==> src/rtl/bcd_conv_arbiter.sv <==
`default_nettype none
// ============================================================================
// Module   : bcd_conv_arbiter
// Purpose  : Two-requester arbiter sharing one iterative double-dabble
//            binary-to-BCD engine (one operand bit per clock). The result is
//            presented with the owning requester ID on a valid/ready port.
// Options  : BCD_ARB_ROUND_ROBIN_EN - defined: round-robin on contention;
//            undefined: fixed priority, requester 0 wins.
// Revision : 1.0 - initial release
// ============================================================================
module bcd_conv_arbiter #(
  parameter int DATA_W = 8,
  parameter int DIGITS = 3
) (
  input  logic                  clk,
  input  logic                  rst_n,
  input  logic                  req0_i,
  input  logic [DATA_W-1:0]     datain0_i,
  output logic                  ack0_o,
  input  logic                  req1_i,
  input  logic [DATA_W-1:0]     datain1_i,
  output logic                  ack1_o,
  output logic                  out_valid_o,
  input  logic                  out_ready_i,
  output logic [4*DIGITS-1:0]   dataout_o,
  output logic                  out_id_o,
  output logic                  busy_o,
  output logic [15:0]           conv_count_o
);

  localparam int ACC_W = 4 * DIGITS;
  localparam int CNT_W = (DATA_W > 2) ? $clog2(DATA_W) : 1;
  localparam logic [CNT_W-1:0] CNT_LOAD = CNT_W'(DATA_W - 1);

  typedef enum logic [1:0] {
    IDLE  = 2'd0,
    SHIFT = 2'd1,
    DONE  = 2'd2
  } state_t;

  state_t             state_q, state_d;
  logic [DATA_W-1:0]  opnd_q, opnd_d;
  logic [ACC_W-1:0]   acc_q, acc_d;
  logic [ACC_W-1:0]   acc_adj;
  logic [CNT_W-1:0]   cnt_q, cnt_d;
  logic               ack0_q, ack0_d;
  logic               ack1_q, ack1_d;
  logic               id_q, id_d;
  logic [15:0]        conv_count_q, conv_count_d;
  logic               grant1;

  // Add-3 correction: every digit is judged on its pre-adjust value
  for (genvar g = 0; g < DIGITS; g++) begin : g_digit
    assign acc_adj[4*g +: 4] = (acc_q[4*g +: 4] >= 4'd5) ? (acc_q[4*g +: 4] + 4'd3)
                                                          : acc_q[4*g +: 4];
  end

`ifdef BCD_ARB_ROUND_ROBIN_EN
  logic last_q, last_d;

  // Requester 1 wins a tie only if requester 0 was granted last
  assign grant1 = req1_i & (~req0_i | ~last_q);

  // Remember the most recent grant, updated on every capture
  always_comb begin
    last_d = last_q;
    if ((state_q == IDLE) && (req0_i || req1_i)) begin
      last_d = grant1;
    end
  end

  // Last-grant register; reset value lets requester 0 win the first tie
  always_ff @(posedge clk) begin
    if (!rst_n) begin
      last_q <= 1'b1;
    end else begin
      last_q <= last_d;
    end
  end
`else
  // Fixed priority: requester 1 only wins when requester 0 is idle
  assign grant1 = req1_i & ~req0_i;
`endif

  // Next-state and datapath: capture, shift-and-add-3, present result
  always_comb begin
    state_d      = state_q;
    opnd_d       = opnd_q;
    acc_d        = acc_q;
    cnt_d        = cnt_q;
    ack0_d       = 1'b0;
    ack1_d       = 1'b0;
    id_d         = id_q;
    conv_count_d = conv_count_q;
    case (state_q)
      IDLE: begin
        if (req0_i || req1_i) begin
          id_d    = grant1;
          opnd_d  = grant1 ? datain1_i : datain0_i;
          acc_d   = '0;
          cnt_d   = CNT_LOAD;
          ack0_d  = ~grant1;
          ack1_d  = grant1;
          state_d = SHIFT;
        end
      end
      SHIFT: begin
        acc_d  = {acc_adj[ACC_W-2:0], opnd_q[DATA_W-1]};
        opnd_d = {opnd_q[DATA_W-2:0], 1'b0};
        if (cnt_q == '0) begin
          state_d = DONE;
        end else begin
          cnt_d = cnt_q - 1'b1;
        end
      end
      DONE: begin
        if (out_ready_i) begin
          conv_count_d = conv_count_q + 16'd1;
          state_d      = IDLE;
        end
      end
      default: state_d = IDLE;
    endcase
  end

  // State and datapath registers with synchronous active-low reset
  always_ff @(posedge clk) begin
    if (!rst_n) begin
      state_q      <= IDLE;
      opnd_q       <= '0;
      acc_q        <= '0;
      cnt_q        <= '0;
      ack0_q       <= 1'b0;
      ack1_q       <= 1'b0;
      id_q         <= 1'b0;
      conv_count_q <= '0;
    end else begin
      state_q      <= state_d;
      opnd_q       <= opnd_d;
      acc_q        <= acc_d;
      cnt_q        <= cnt_d;
      ack0_q       <= ack0_d;
      ack1_q       <= ack1_d;
      id_q         <= id_d;
      conv_count_q <= conv_count_d;
    end
  end

  assign ack0_o       = ack0_q;
  assign ack1_o       = ack1_q;
  assign out_valid_o  = (state_q == DONE);
  assign dataout_o    = acc_q;
  assign out_id_o     = id_q;
  assign busy_o       = (state_q != IDLE);
  assign conv_count_o = conv_count_q;

endmodule
`default_nettype wire
==> config.mk <==
export PLATFORM = sky130hd
export DESIGN_NAME = bcd_conv_arbiter
export DESIGN_NICKNAME = d
export VERILOG_FILES = /design/src/rtl/bcd_conv_arbiter.sv
export SDC_FILE = /design/constraint.sdc
export NUM_CORES = 1
export LEC_CHECK = 0
export ABC_AREA = 1
export CORE_MARGIN = 3
export CORE_UTILIZATION = 45
export DETAILED_ROUTE_END_ITERATION = 7
export PLACE_DENSITY_LB_ADDON = 0.08
export SLEW_MARGIN = 20
export SYNTH_ARGS = -nofsm -noshare
export SYNTH_HDL_FRONTEND = slang
export SYNTH_SLANG_ARGS = --single-unit
==> constraint.sdc <==
create_clock -name clk -period 1.4 [get_ports clk]
set_clock_uncertainty 0.15 [all_clocks]
set_input_delay 0.28 -clock clk [delete_from_list [all_inputs] [get_ports clk]]
set_output_delay 0.28 -clock clk [all_outputs]
set_load 0.02 [all_outputs]
## Word level (Yosys, flattened, before mapping)

Cells that the tools add are included.

| storage, ports and cells | value |
|---|---|
| output and inout port bits | 33 |
| bits in registers | 44 |

| operators by class | value |
|---|---|
| magnitude comparators | 3 |
| bitwise logic cells | 3 |
| mux-type cells | 15 |
| reduce and logical (&&, ||, !) cells | 11 |
| eq/ne operators | 6 |
| add/subtract/negate cells | 5 |

Operators with widths:

| operator | number |
|---|---|
| $pmux 12 s2 | 1 |
| $add 16x1->16 const B | 1 |
| $mux 8 | 2 |
| $pmux 8 s2 | 1 |
| $ge 4x3->1 const B | 3 |
| $mux 12 | 1 |
| $mux 3 | 3 |
| $reduce_and 3->1 | 3 |
| $add 4x2->4 const B | 2 |
| $mux 4 | 2 |
| $mux 2 | 3 |
| $ne 2x2->1 const B | 3 |
| $pmux 2 s3 | 1 |
| $pmux 3 s2 | 1 |
| $reduce_and 2->1 | 3 |
| $reduce_bool 2->1 | 2 |
| $add 3x2->3 const B | 1 |
| $logic_not 3->1 | 1 |
| $sub 3x1->3 const B | 1 |
| $eq 2x1->1 const B | 1 |
| $eq 2x2->1 const B | 1 |
| $logic_not 2->1 | 1 |
| $ne 2x1->1 const B | 1 |
| $not 1->1 | 2 |
| 2 further kinds | 2 |

## Depth between registers and ports, before layout

| logic depth | value |
|---|---|
| word-level depth | 5 |
| mapped depth | 9 |
| depth with buffers taken out | 9 |

## Worst setup path after synthesis

Ideal clock, no wire load.

| path | value |
|---|---|
| path kind | reg-to-reg |
| start point | register conv_count_q[0], in the netlist conv_count_o[0] |
| end point | register conv_count_q[8], in the netlist conv_count_o[8] |
| setup time | 0.119 ns |
| setup slack | -0.137 ns |
| stages on the path, launching flop included | 7 |
| period minus slack after synthesis | 1.537 ns |
| buffers on the path | 0 |
| arrival time | 1.268 ns |
| cells stage by stage | dfxtp_1 -> ha_1 -> nand2_1 -> nor2_4 -> nand2_2 -> nor3b_1 -> nor2_1 |

| between the ends | value |
|---|---|
| longest elaborated chain between the ends | 1 |

Ends and longest elaborated chain:

| what | line | RTL |
|---|---|---|
| start, declared | 49 | `logic [15:0] conv_count_q, conv_count_d;` |
| start signal, assigned | 145 | `conv_count_q <= conv_count_d;` |
| $add 16x1->16 | 118 | `conv_count_d = conv_count_q + 16'd1;` |

Every way passes these cells.
A chain may end at the register's enable or synchronous reset.

## Worst setup path after layout

| path | value |
|---|---|
| start point | register state_q[1] |
| end point | register cnt_q[1] |

| between the ends | value |
|---|---|
| longest elaborated chain between the ends | 3 |
| elaborated cells between the ends (all ways) | 7 |
| those cells by class | 3 x eq/ne; 1 x mux; 3 x reduce/logical |

Ends and longest elaborated chain:

| what | line | RTL |
|---|---|---|
| start, declared | 41 | `state_t state_q, state_d;` |
| start signal, assigned | 138 | `state_q <= state_d;` |
| $eq 2x1->1 or $logic_not 2->1 (tied branches) | 95 | `case (state_q)` |
| $ne 2x2->1 (no line) or $reduce_bool 2->1 (tied branches) | -- |  |
| $reduce_and 3->1 (no line) | -- |  |
| end signal, assigned | 141 | `cnt_q <= cnt_d;` |
| end, declared | 45 | `logic [CNT_W-1:0] cnt_q, cnt_d;` |

Several ways; a longest one is shown, not always the timed one.

==> qor.yml <==
cts_buffers: 5
numPortBuffers: 53
area_growth_pct: 50.86
ant_nets: 0
cts_max_level: 2
synth_cell_types: 30
fillerInstances: 393
placed_area_um2: 3267
critical_path.max_fanout: 4
syn_inst: 339
via_per_inst: 4.860
die_w_um: 77.88
routed_wl_mm: 6.004
multiInputGateArea_um2: 1335
period_share: 1.097
regArea_um2: 899.6
die_h_um: 77.88
antenna_found_initial: 0
worst_setup_path_start_kind: "flip-flop"
gp_congestion: 0.8352
cp.arrival_ns: 1.62
yosysSeqAreaShare: 0.3789
irDropWorstVdd_mv: 0.4452
start_util: 0.4795
io_pins: 54
slowest_delay_ns: 0.36
layout.nets: 477
dieArea_um2: 6065
slowest_stage: "dfxtp_4"
final_cell_mix: "nand2_1, buf_4, inv_1"
timing.final.ws_setup_ns: -0.1352
avgSynthCellArea_um2: 6.858
clock_power_share: 0.285
required_ns: 1.49
critPathKind: "flip-flop to flip-flop"
drive_gt1_frac: 0.3259
hold_viol_final: 0
vias: 2503
period_needed_ns: 1.535
worst_hold_path_type: "flip-flop to flip-flop"
p_comb_frac: 0.250
worst_setup_path_end_kind: "flip-flop"
cp_cell_sequence: "buf_12 -> nor2_4 -> inv_2 -> buf_6 -> nor2_4 -> buf_6 -> nor2_4 -> nand2_1 -> nand2_1 -> a21oi_2"
syn_nets: 369
max_slew_margin: 0.7185
grt_start_max_net_pins: 21
switching_share: 0.2932
cts_tree: "yes"
grt_pass1_wl_mm: 9.839
drc: 0
met1_usage: 0.2307
globalRoute.busiestLayer: "met2"
leakagePower_nw: 1.675
rsz0062_at_grt: "yes"
cts_root_buf: "clkbuf_8"
cts.sinks: 44
synth_seq_cells: 44
max_slew.worst_pin.slew_ns: 0.4218
powerDensity_nw_per_um2: 831.2
dpl.hpwl_mm: 4.162
wire_per_inst_um: 11.66
n_antenna_cell: 0
setup_viol: 37
grtUsageMet2: 0.3510
grt_use_met3: 0.03712
drv_slew: 0
num_rows: 25
pwr-share-seq: 0.465
grt_usage: 0.1972
final_common_cell: "nand2_1"
crit_family: "simple AND/OR/NAND/NOR gates"
violations: "setup timing"
drt_iter0_markers: 150
cts.clk_slew.worst_paths_ns: 0.09
grt-ovfl-total: 0
internal-power_mw: 2.060
dr.pass1.iters: 4
status: "complete, but fails checks"
utilization: 0.7234
finalInstanceArea_um2: 3507
maxCapViolCount: 0
power_switching_uw: 854.7
grt_pass1_vias: 2359
insertion_delay_ns: 0.30
ys_warn_count: 0
cts_buffer_depth: 2
fmax_mhz: 651.4
crit_top_cell: "nor2_4"
crit_buf_inv: 4
hold_buffers: 0
netlist_area_um2: 2325
coreArea_um2: 4848
synthesized netlist by cell type:
cell type   n  area (um^2)
nand2_1    96        360.4
buf_2       2        10.01
a31oi_1     1        6.260
nor2_1     37        138.9
nor2_8      1        20.02
nor3b_1     1        7.510
nand3_1    26        130.1
o211ai_1    5        37.54
o21a_1      1        7.510
xor2_1      1        8.760
nor3_1      1        5.000
inv_1      48        180.2
ha_1        9        112.6
o21ai_1     2        10.01
a211oi_1    1        7.510
clkbuf_4    1        7.510
a21oi_1    22        110.1
nand3_2     1        10.01
nor2_2      2        12.51
clkbuf_1    2        7.510
nand4_1    11        68.82
buf_6       2        22.52
o21ai_0    12        60.06
inv_2       1        3.750
nor2_4      5        56.30
nand3_4     1        17.52
buf_4       1        7.510
dfxtp_1    44        880.8
o21bai_2    1        11.26
nand2_2     1        6.260
through the flow:
| step | hold slack, ns | instances | worst slack [ns] | setup TNS (ns) | power [mW] |
|---|---|---|---|---|---|
| after floorplan | 0.2684 | 339 | -0.03153 | -0.03153 | 1.726 |
| after global placement | 0.2976 | 497 | -0.3045 | -10.85 | 1.990 |
| after detailed placement | 0.3066 | 497 | -0.3349 | -12.25 | 2.004 |
| after CTS | 0.3193 | 508 | -0.1806 | -2.949 | 2.881 |
| after global routing | 0.3464 | 515 | -0.2355 | -5.863 | 3.062 |
| final | 0.3165 | 515 | -0.1352 | -2.520 | 2.915 |
power groups by stage:
stage / sequential [mW] / combinational (mW) / clock (mW)
floorplan: 1.39 / 0.340 / 0
global placement: 1.38 / 0.612 / 0
detailed placement: 1.38 / 0.625 / 0
CTS: 1.35 / 0.674 / 0.853
global route: 1.36 / 0.808 / 0.891
finish: 1.36 / 0.729 / 0.831
flip-flops by register name (all words and copies together), names as in the netlist:
register      count
opnd_q            8
dataout_o        12
conv_count_o     16
ack1_o            1
out_id_o          1
ack0_o            1
state_q           2
cnt_q             3
cells by family (layout without fill, tap and decap cells):
logic type | Yosys count | in the layout | share of synthesized area
buf+inv | 57 | 165 | 0.1028
compound gates | 45 | 45 | 0.1077
fa+ha+maj | 9 | 9 | 0.04844
flops | 44 | 44 | 0.3789
xor+xnor | 1 | 1 | 0.003768
simple gates | 183 | 184 | 0.3585
cell type report:
type                       instances  area share
clock inverter                     2    0.002854
clock buffer                       6     0.02355
multi-input combinational        239      0.3807
timing repair buffer             108      0.2601
inverter                          49     0.05244
tap                               67     0.02390
sequential                        44      0.2565
path summary, 6_finish.rpt:
kind	from	end	slack, ns	cells after the start
max	state_q[1]	cnt_q[1]	-0.14	10
max reg2reg	state_q[1]	cnt_q[1]	-0.14	10
min	opnd_q[0]	opnd_q[0]	0.32	2
min reg2reg	opnd_q[0]	opnd_q[0]	0.32	2
metal layers:
layer / vias to the layer above / share of wire / wire length [um]
met4: 0 / 0.016 / 94
li1: 1293 / - / -
met3: 9 / 0.038 / 228
met5: - / 0 / 0
met2: 57 / 0.53 / 3169
met1: 1144 / 0.42 / 2512
worst min-delay path, cell delays in order (launching register included):
cell and delay (ns):
dfxtp_1 0.32, nand2_1 0.06, a21oi_1 0.05
repair_timing:
action / CTS / global route
setup buffers: 3 / 7
setup endpoints to repair: 52 / 63
gates resized for setup: 96 / 64
pin swaps: 5 / 16
gates cloned: 0 / 1
Note: power is estimated with default switching activity, not from simulation.
